--- src/rtl/stack_core.sv ---
// stack_core -- small accumulator-less stack machine core.
//
// Instruction word (insn, addressed by pc):
//   [15] imm   [14] jz   [13:12] load   [11] rd   [10] wr
//   [9]  pop   [8]  push [7:0]   imm8
//
// Each instruction runs EXEC -> (MEM) -> WB. EXEC decodes and evaluates the
// ALU, MEM holds a data-memory request until mem_ready, and WB updates the
// operand stack and pc. insn == 16'hFFFF halts the core until reset.
//
// Ports:
//   clk, rst      clock (rising edge), asynchronous active-high reset
//   insn          instruction word at pc
//   pc            program counter
//   mem_addr      data memory address (low AW bits of the ALU result)
//   mem_rd/mem_wr read/write request, only ever high in MEM
//   mem_ready     memory completes the current request this cycle
//   rd_data       read data, captured when mem_ready is high in MEM
//   wr_data       write data (s0 for immediate forms, else s1)
//   halted        core stopped on the halt instruction
//   fault         stack overflow/underflow detected
//
// Build option: define STACK_CHECK_EN to trap stack overflow/underflow in a
// FAULT state. Without it, fault is tied low, the entry count saturates,
// the bottom entry is dropped on overflow and zero is shifted in on
// underflow.

module stack_core #(
  parameter int unsigned DW     = 8,
  parameter int unsigned SDEPTH = 16,
  parameter int unsigned PCW    = 10,
  parameter int unsigned AW     = 8
) (
  input  logic           clk,
  input  logic           rst,
  input  logic [15:0]    insn,
  output logic [PCW-1:0] pc,
  output logic [AW-1:0]  mem_addr,
  output logic           mem_rd,
  output logic           mem_wr,
  input  logic           mem_ready,
  input  logic [DW-1:0]  rd_data,
  output logic [DW-1:0]  wr_data,
  output logic           halted,
  output logic           fault
);

  localparam int unsigned CW = $clog2(SDEPTH + 1);
  localparam logic [CW-1:0] FULL = CW'(SDEPTH);

  typedef enum logic [2:0] {
    EXEC,
    MEM,
    WB,
    HALT,
    FAULT
  } state_t;

  state_t          state;
  logic [DW-1:0]   stk [SDEPTH];
  logic [CW-1:0]   cnt;

  // Fields of the instruction in flight, latched in EXEC.
  logic            ir_jz;
  logic [1:0]      ir_load;
  logic            ir_push;
  logic            ir_pop;
  logic [7:0]      ir_imm8;
  logic [DW-1:0]   alu_q;
  logic [DW-1:0]   rdat_q;

  logic [DW-1:0]   alu;
  logic [DW-1:0]   top_val;
  logic [PCW-1:0]  jz_off;
  logic            grow;
  logic            shrink;
  logic            take_jump;

  // ALU evaluated from the instruction presented in EXEC; the stack does not
  // change before WB, so the latched result is still valid there.
  always_comb begin
    alu = '0;
    if (insn[15]) begin
      alu = DW'(insn[7:0]);
    end else begin
      case (insn[7:0])
        8'h00:   alu = stk[0];
        8'h01:   alu = stk[1];
        8'h02:   alu = stk[0] + stk[1];
        8'h03:   alu = stk[0] - stk[1];
        8'h04:   alu = stk[0] * stk[1];
        8'h05:   alu = stk[0] & stk[1];
        8'h06:   alu = stk[0] | stk[1];
        8'h07:   alu = stk[0] ^ stk[1];
        8'h08:   alu = stk[0] << 1;
        8'h09:   alu = stk[0] >> 1;
        default: alu = '0;
      endcase
    end
  end

  always_comb begin
    top_val = stk[0];
    case (ir_load)
      2'd0: top_val = stk[0];
      2'd1: top_val = stk[1];
      2'd2: top_val = alu_q;
      2'd3: top_val = rdat_q;
      default: top_val = stk[0];
    endcase
  end

  assign grow      = ir_push & ~ir_pop;
  assign shrink    = ir_pop & ~ir_push;
  assign jz_off    = PCW'($signed(ir_imm8));
  assign take_jump = ir_jz && (stk[0] == '0);

`ifdef STACK_CHECK_EN
  logic stack_bad;
  assign stack_bad = (grow && (cnt == FULL)) || (shrink && (cnt == '0));
`else
  assign fault = 1'b0;
`endif

  always_ff @(posedge clk or posedge rst) begin
    if (rst) begin
      state    <= EXEC;
      pc       <= '0;
      cnt      <= '0;
      for (int unsigned i = 0; i < SDEPTH; i++) stk[i] <= '0;
      ir_jz    <= 1'b0;
      ir_load  <= '0;
      ir_push  <= 1'b0;
      ir_pop   <= 1'b0;
      ir_imm8  <= '0;
      alu_q    <= '0;
      rdat_q   <= '0;
      mem_addr <= '0;
      mem_rd   <= 1'b0;
      mem_wr   <= 1'b0;
      wr_data  <= '0;
      halted   <= 1'b0;
`ifdef STACK_CHECK_EN
      fault    <= 1'b0;
`endif
    end else begin
      case (state)
        EXEC: begin
          if (insn == 16'hFFFF) begin
            state  <= HALT;
            halted <= 1'b1;
          end else begin
            ir_jz   <= insn[14];
            ir_load <= insn[13:12];
            ir_pop  <= insn[9];
            ir_push <= insn[8];
            ir_imm8 <= insn[7:0];
            alu_q   <= alu;
            if (insn[11] | insn[10]) begin
              state    <= MEM;
              mem_rd   <= insn[11];
              mem_wr   <= insn[10];
              mem_addr <= alu[AW-1:0];
              wr_data  <= insn[15] ? stk[0] : stk[1];
            end else begin
              state <= WB;
            end
          end
        end

        MEM: begin
          if (mem_ready) begin
            rdat_q <= rd_data;
            mem_rd <= 1'b0;
            mem_wr <= 1'b0;
            state  <= WB;
          end
        end

        WB: begin
`ifdef STACK_CHECK_EN
          if (stack_bad) begin
            state <= FAULT;
            fault <= 1'b1;
          end else
`endif
          begin
            // s0 always takes the selected value; push/pop only move the
            // entries beneath it.
            if (grow) begin
              for (int unsigned i = 1; i < SDEPTH; i++) stk[i] <= stk[i-1];
              if (cnt != FULL) cnt <= cnt + 1'b1;
            end else if (shrink) begin
              for (int unsigned i = 1; i < SDEPTH - 1; i++) stk[i] <= stk[i+1];
              stk[SDEPTH-1] <= '0;
              if (cnt != '0) cnt <= cnt - 1'b1;
            end
            stk[0] <= top_val;
            pc     <= take_jump ? pc + jz_off : pc + 1'b1;
            state  <= EXEC;
          end
        end

        HALT:    state <= HALT;
        FAULT:   state <= FAULT;
        default: state <= EXEC;
      endcase
    end
  end

endmodule

--- config.mk ---
export PLATFORM = sky130hd
export DESIGN_NAME = stack_core
export DESIGN_NICKNAME = d
export VERILOG_FILES = /design/src/rtl/stack_core.sv
export SDC_FILE = /design/constraint.sdc
export NUM_CORES = 1
export LEC_CHECK = 0
export ABC_AREA = 0
export CORE_MARGIN = 1
export CORE_UTILIZATION = 50
export DETAILED_ROUTE_END_ITERATION = 8
export HOLD_SLACK_MARGIN = 0.15
export PLACE_DENSITY = 0.76
export REMOVE_ABC_BUFFERS = 1
export SKIP_CTS_REPAIR_TIMING = 1
export SLEW_MARGIN = 10
export SYNTH_ARGS = -nofsm -noshare
export SYNTH_HDL_FRONTEND = slang
export SYNTH_SLANG_ARGS = --single-unit
--- constraint.sdc ---
create_clock -name clk -period 19.6 [get_ports clk]
set_input_delay 3.92 -clock clk [delete_from_list [all_inputs] [get_ports clk]]
set_output_delay 3.92 -clock clk [all_outputs]
set_load 0.1 [all_outputs]
==> key figures <==
Outcome
  • Outcome: complete, no violations

Global routing
  • Wire length of the first global-routing pass: 41100 um
  • Maximum number of pins on one net before global-route repair: 135
  • Number of antenna violations at the first check in global routing: 0
  • Total GRT Usage: 23.1%
  • Vias in the first global route: 7992
  • Global route total overflow: 0

Floorplanning
  • I/O pin count: 57
  • Die extent in x: 151 um
  • Die area: 22800 um2
  • Core area: 21800 um2
  • Rows: 54
  • Initial Util: 51.0%
  • Chip Height: 151 um

Synthesis
  • Post-synth EDFFs: 0
  • Proportion of netlist area held by the largest area contributor: 42.5%
  • Flops & latches, synth: 189
  • Warnings from Yosys: 0
  • Yosys cell types: 66
  • Cell count after synthesis: 1184
  • Avg Cell Area, Syn: 9.39 um2
  • FFs w/ async S/R, synth: 100%
  • Most instantiated flip-flop cell in the synthesis netlist: dfrtp_1
  • Sequential share of the synthesized area: 42.5%
  • Cell area after synthesis: 11100 um2
  • Library cell occupying the most area in the post-synthesis netlist: dfrtp_1
  • Leading cell types by total area after synthesis: dfrtp_1 43%, mux2i_1 12%, o21ai_0 7.5%

Setup path
  • Classification of the worst setup path: in -> reg
  • Endpoint type of the worst setup path: flip-flop
  • Critical path's most frequent cell: o21ai_0
  • CP Launch Type: input pin
  • Highest net fanout along the worst path: 10
  • Worst-case register-to-register setup slack: 14.48 ns
  • Crit Reg-Reg Endpoint: alu_q[7]
  • Cell Chain, Critical Path: clkdlybuf4s50_1 > or4_1 > nor3_4 > nand3_1 > a21o_1 > fa_1 > nor2b_1 > o21ai_0 > a21boi_0 > o21ai_0 > nor3b_1 > o31a_1 > o31ai_1
  • Biggest cell delay along the critical path: 0.87 ns
  • Path depth of the worst reg2reg path: 16
  • Worst r2r src: stk[121]
  • Worst EP arrival: 7.80 ns
  • Highest-delay cell along the critical path: or4_1
  • Required time at the worst-slack endpoint: 19.93 ns

Clocking
  • Clock tree from TritonCTS: done
  • Clock sink count: 189
  • Maximum buffer depth of the clock tree: 2
  • Number of CTS-inserted buffers: 17
  • CTS H-tree depth: 4
  • Clock tree root buffer cell: clkbuf_16
  • Clock latency on the worst-skew pair: 0.44 ns
  • Clock-pin slew on the worst setup and hold paths: 0.07 ns

Route
  • Amount of wire on met2 after detailed routing: 11900 um
  • Via density per instance: 5.60
  • Total number of vias: 8252
  • Met3 Wirelength: 1010 um
  • Total DRC errors in the routed layout: 0
  • Detailed-route wire length per cell: 16.7 um
  • Final antenna-violating net count: 0
  • Router iterations before antenna repair: 6
  • Detailed router's first-iteration violation count: 687
  • Final Routed Wirelength: 24700 um
  • Total routed wire length on the met1 layer: 11400 um
  • Highest metal layer with signal wires: met4

STA
  • Max-slew violations: 0
  • Accumulated negative setup slack: 0 ns
  • Final Hold Fails: 0
  • Worst Tran Pin Value: 1.05 ns
  • Final clock skew: 0.0180 ns
  • Post-route minimum period: 7.46 ns
  • FMAX: 134 MHz
  • Unrepaired setup endpoints after global routing: false
  • Period utilisation layout: 38.1%
  • Max transition margin: 29.6%
  • Setup violations, final: 0

Cells and area
  • Number of standard cells in the layout, taps in and fillers out: 1474
  • Fill cell total of the finished layout: 1866
  • Final Net Count: 1272
  • Most common cell after layout, fill and taps aside: nand2_1
  • Commonest cells after routing, fill and taps aside: 213 x nand2_1, 189 x dfrtp_1, 166 x o21ai_0, 135 x mux2i_1, 57 x inv_1
  • Area Growth Syn to Fin: 11.5%
  • Number of diodes added for antenna fixing: 0
  • Fraction of layout instances using a drive strength above 1: 6.95%
  • Post-route cell area: 12400 um2
  • Final standard cell utilization of the core: 56.8%

Min path
  • Worst hold path class: reg -> reg
  • Worst hold path depth: 2
  • WHS Endpoint: stk[3]
  • Startpoint of the most critical hold path: stk[3]

Place
  • Standard cell area after detailed placement: 11700 um2
  • Cell Count Post-Placement: 1442
  • HPWL after DPL: 16500 um
  • Number of buffers inserted by port buffering: 55
  • Placer's final routability congestion estimate: 0.932

Power
  • PnR Total Power: 1.79 mW
  • IR drop worst, VDD: 0.0749 mV
  • P_leak: 5.47 nW
  • Power density of the placed cells: 144 nW/um2

Job
  • # Max-Cap Violations: 0
[per-stage QoR]
step                      hold slack [ns]  worst slack (ns)
after floorplan                     0.438             10.54
after global placement              0.448             11.85
after detailed placement            0.455             11.76
after CTS                           0.473             12.20
after global routing                0.508             11.96
final                               0.470             12.14
[layer usage]
layer  track usage (%)  vias up
met2              37.2      165
met4              6.65        0
met3              3.77       27
met5                 0        -
li1                  -     4066
met1              32.1     3994
[report_power, final]
group / switching [mW] / total [mW] / internal (mW) / leakage (nW)
logic: 0.539 / 0.843 / 0.304 / 2.62
registers: 0.109 / 0.577 / 0.468 / 2.53
clock network: 0.172 / 0.370 / 0.198 / 0.313
[Yosys cell counts (all sizes together) (3+ instances only)]
master and n:
nand2 214, dfrtp 189, o21ai 169, mux2i 135, inv 58, clkbuf 55, nor2 51, ha 50
buf 31, mux2 25, nand3 19, xnor2 19, a21oi 17, fa 14, nor3 13, nor2b 10
a31oi 8, and2 7, o31ai 7, a21boi 6, nor3b 6, nor4 6, xor2 6, a22oi 5
o211ai 5, nand2b 4, nand4 4, or2 4, a21o 3, a221oi 3, and3 3, o21a 3
o22ai 3, or4 3
[registers in the layout (all words and copies together), names as in the netlist]
name,flops
stk,128
pc,10
alu_q,8
ir_imm8,8
mem_addr,8
rdat_q,8
wr_data,8
state,3
ir_load,2
halted,1
ir_jz,1
ir_pop,1
ir_push,1
mem_rd,1
mem_wr,1
[final cells by class]
| class | count | area, um2 | area share [%] |
|---|---|---|---|
| Inverter | 58 | 225 | 1.82 |
| Sequential cell | 189 | 4730 | 38.2 |
| Multi-Input combinational cell | 851 | 5830 | 47.0 |
| Tap cell | 280 | 350 | 2.83 |
| Clock inverter | 15 | 219 | 1.77 |
| Timing Repair Buffer | 64 | 618 | 4.99 |
| Clock buffer | 17 | 425 | 3.43 |
[critical path: cells and delay by family]
family | cells | cell delay [ns]
buffers and inverters | 1 | 0.48
and+or+nand+nor | 5 | 1.69
AOI/OAI and AO/OA | 6 | 1.26
adders and majority gates | 1 | 0.43
[worst max path at each step]
stage | start | end | slack [ns] | cells after the start
final | insn[4] | mem_addr[6] | 12.14 | 13
after CTS | insn[4] | mem_addr[6] | 12.20 | 13
after detailed placement | insn[4] | mem_addr[6] | 11.76 | 13
after global placement | insn[4] | mem_addr[6] | 11.85 | 13
after floorplan | rst | alu_q[0] | 10.54 | 1
after global routing | insn[4] | mem_addr[5] | 11.96 | 15
[cell families (layout without fill, tap and decap cells)]
family / Yosys count / after routing / share of synthesized area (%)
mux: 160 / 160 / 14.7
xor+xnor: 27 / 27 / 2.37
flops: 189 / 189 / 42.5
simple gates: 348 / 348 / 13.9
other cells: 1 / 1 / 0.0337
compound gates: 251 / 251 / 13.0
buf+inv: 144 / 154 / 5.29
fa+ha+maj: 64 / 64 / 8.15
Power figures use the tool's default switching activity.
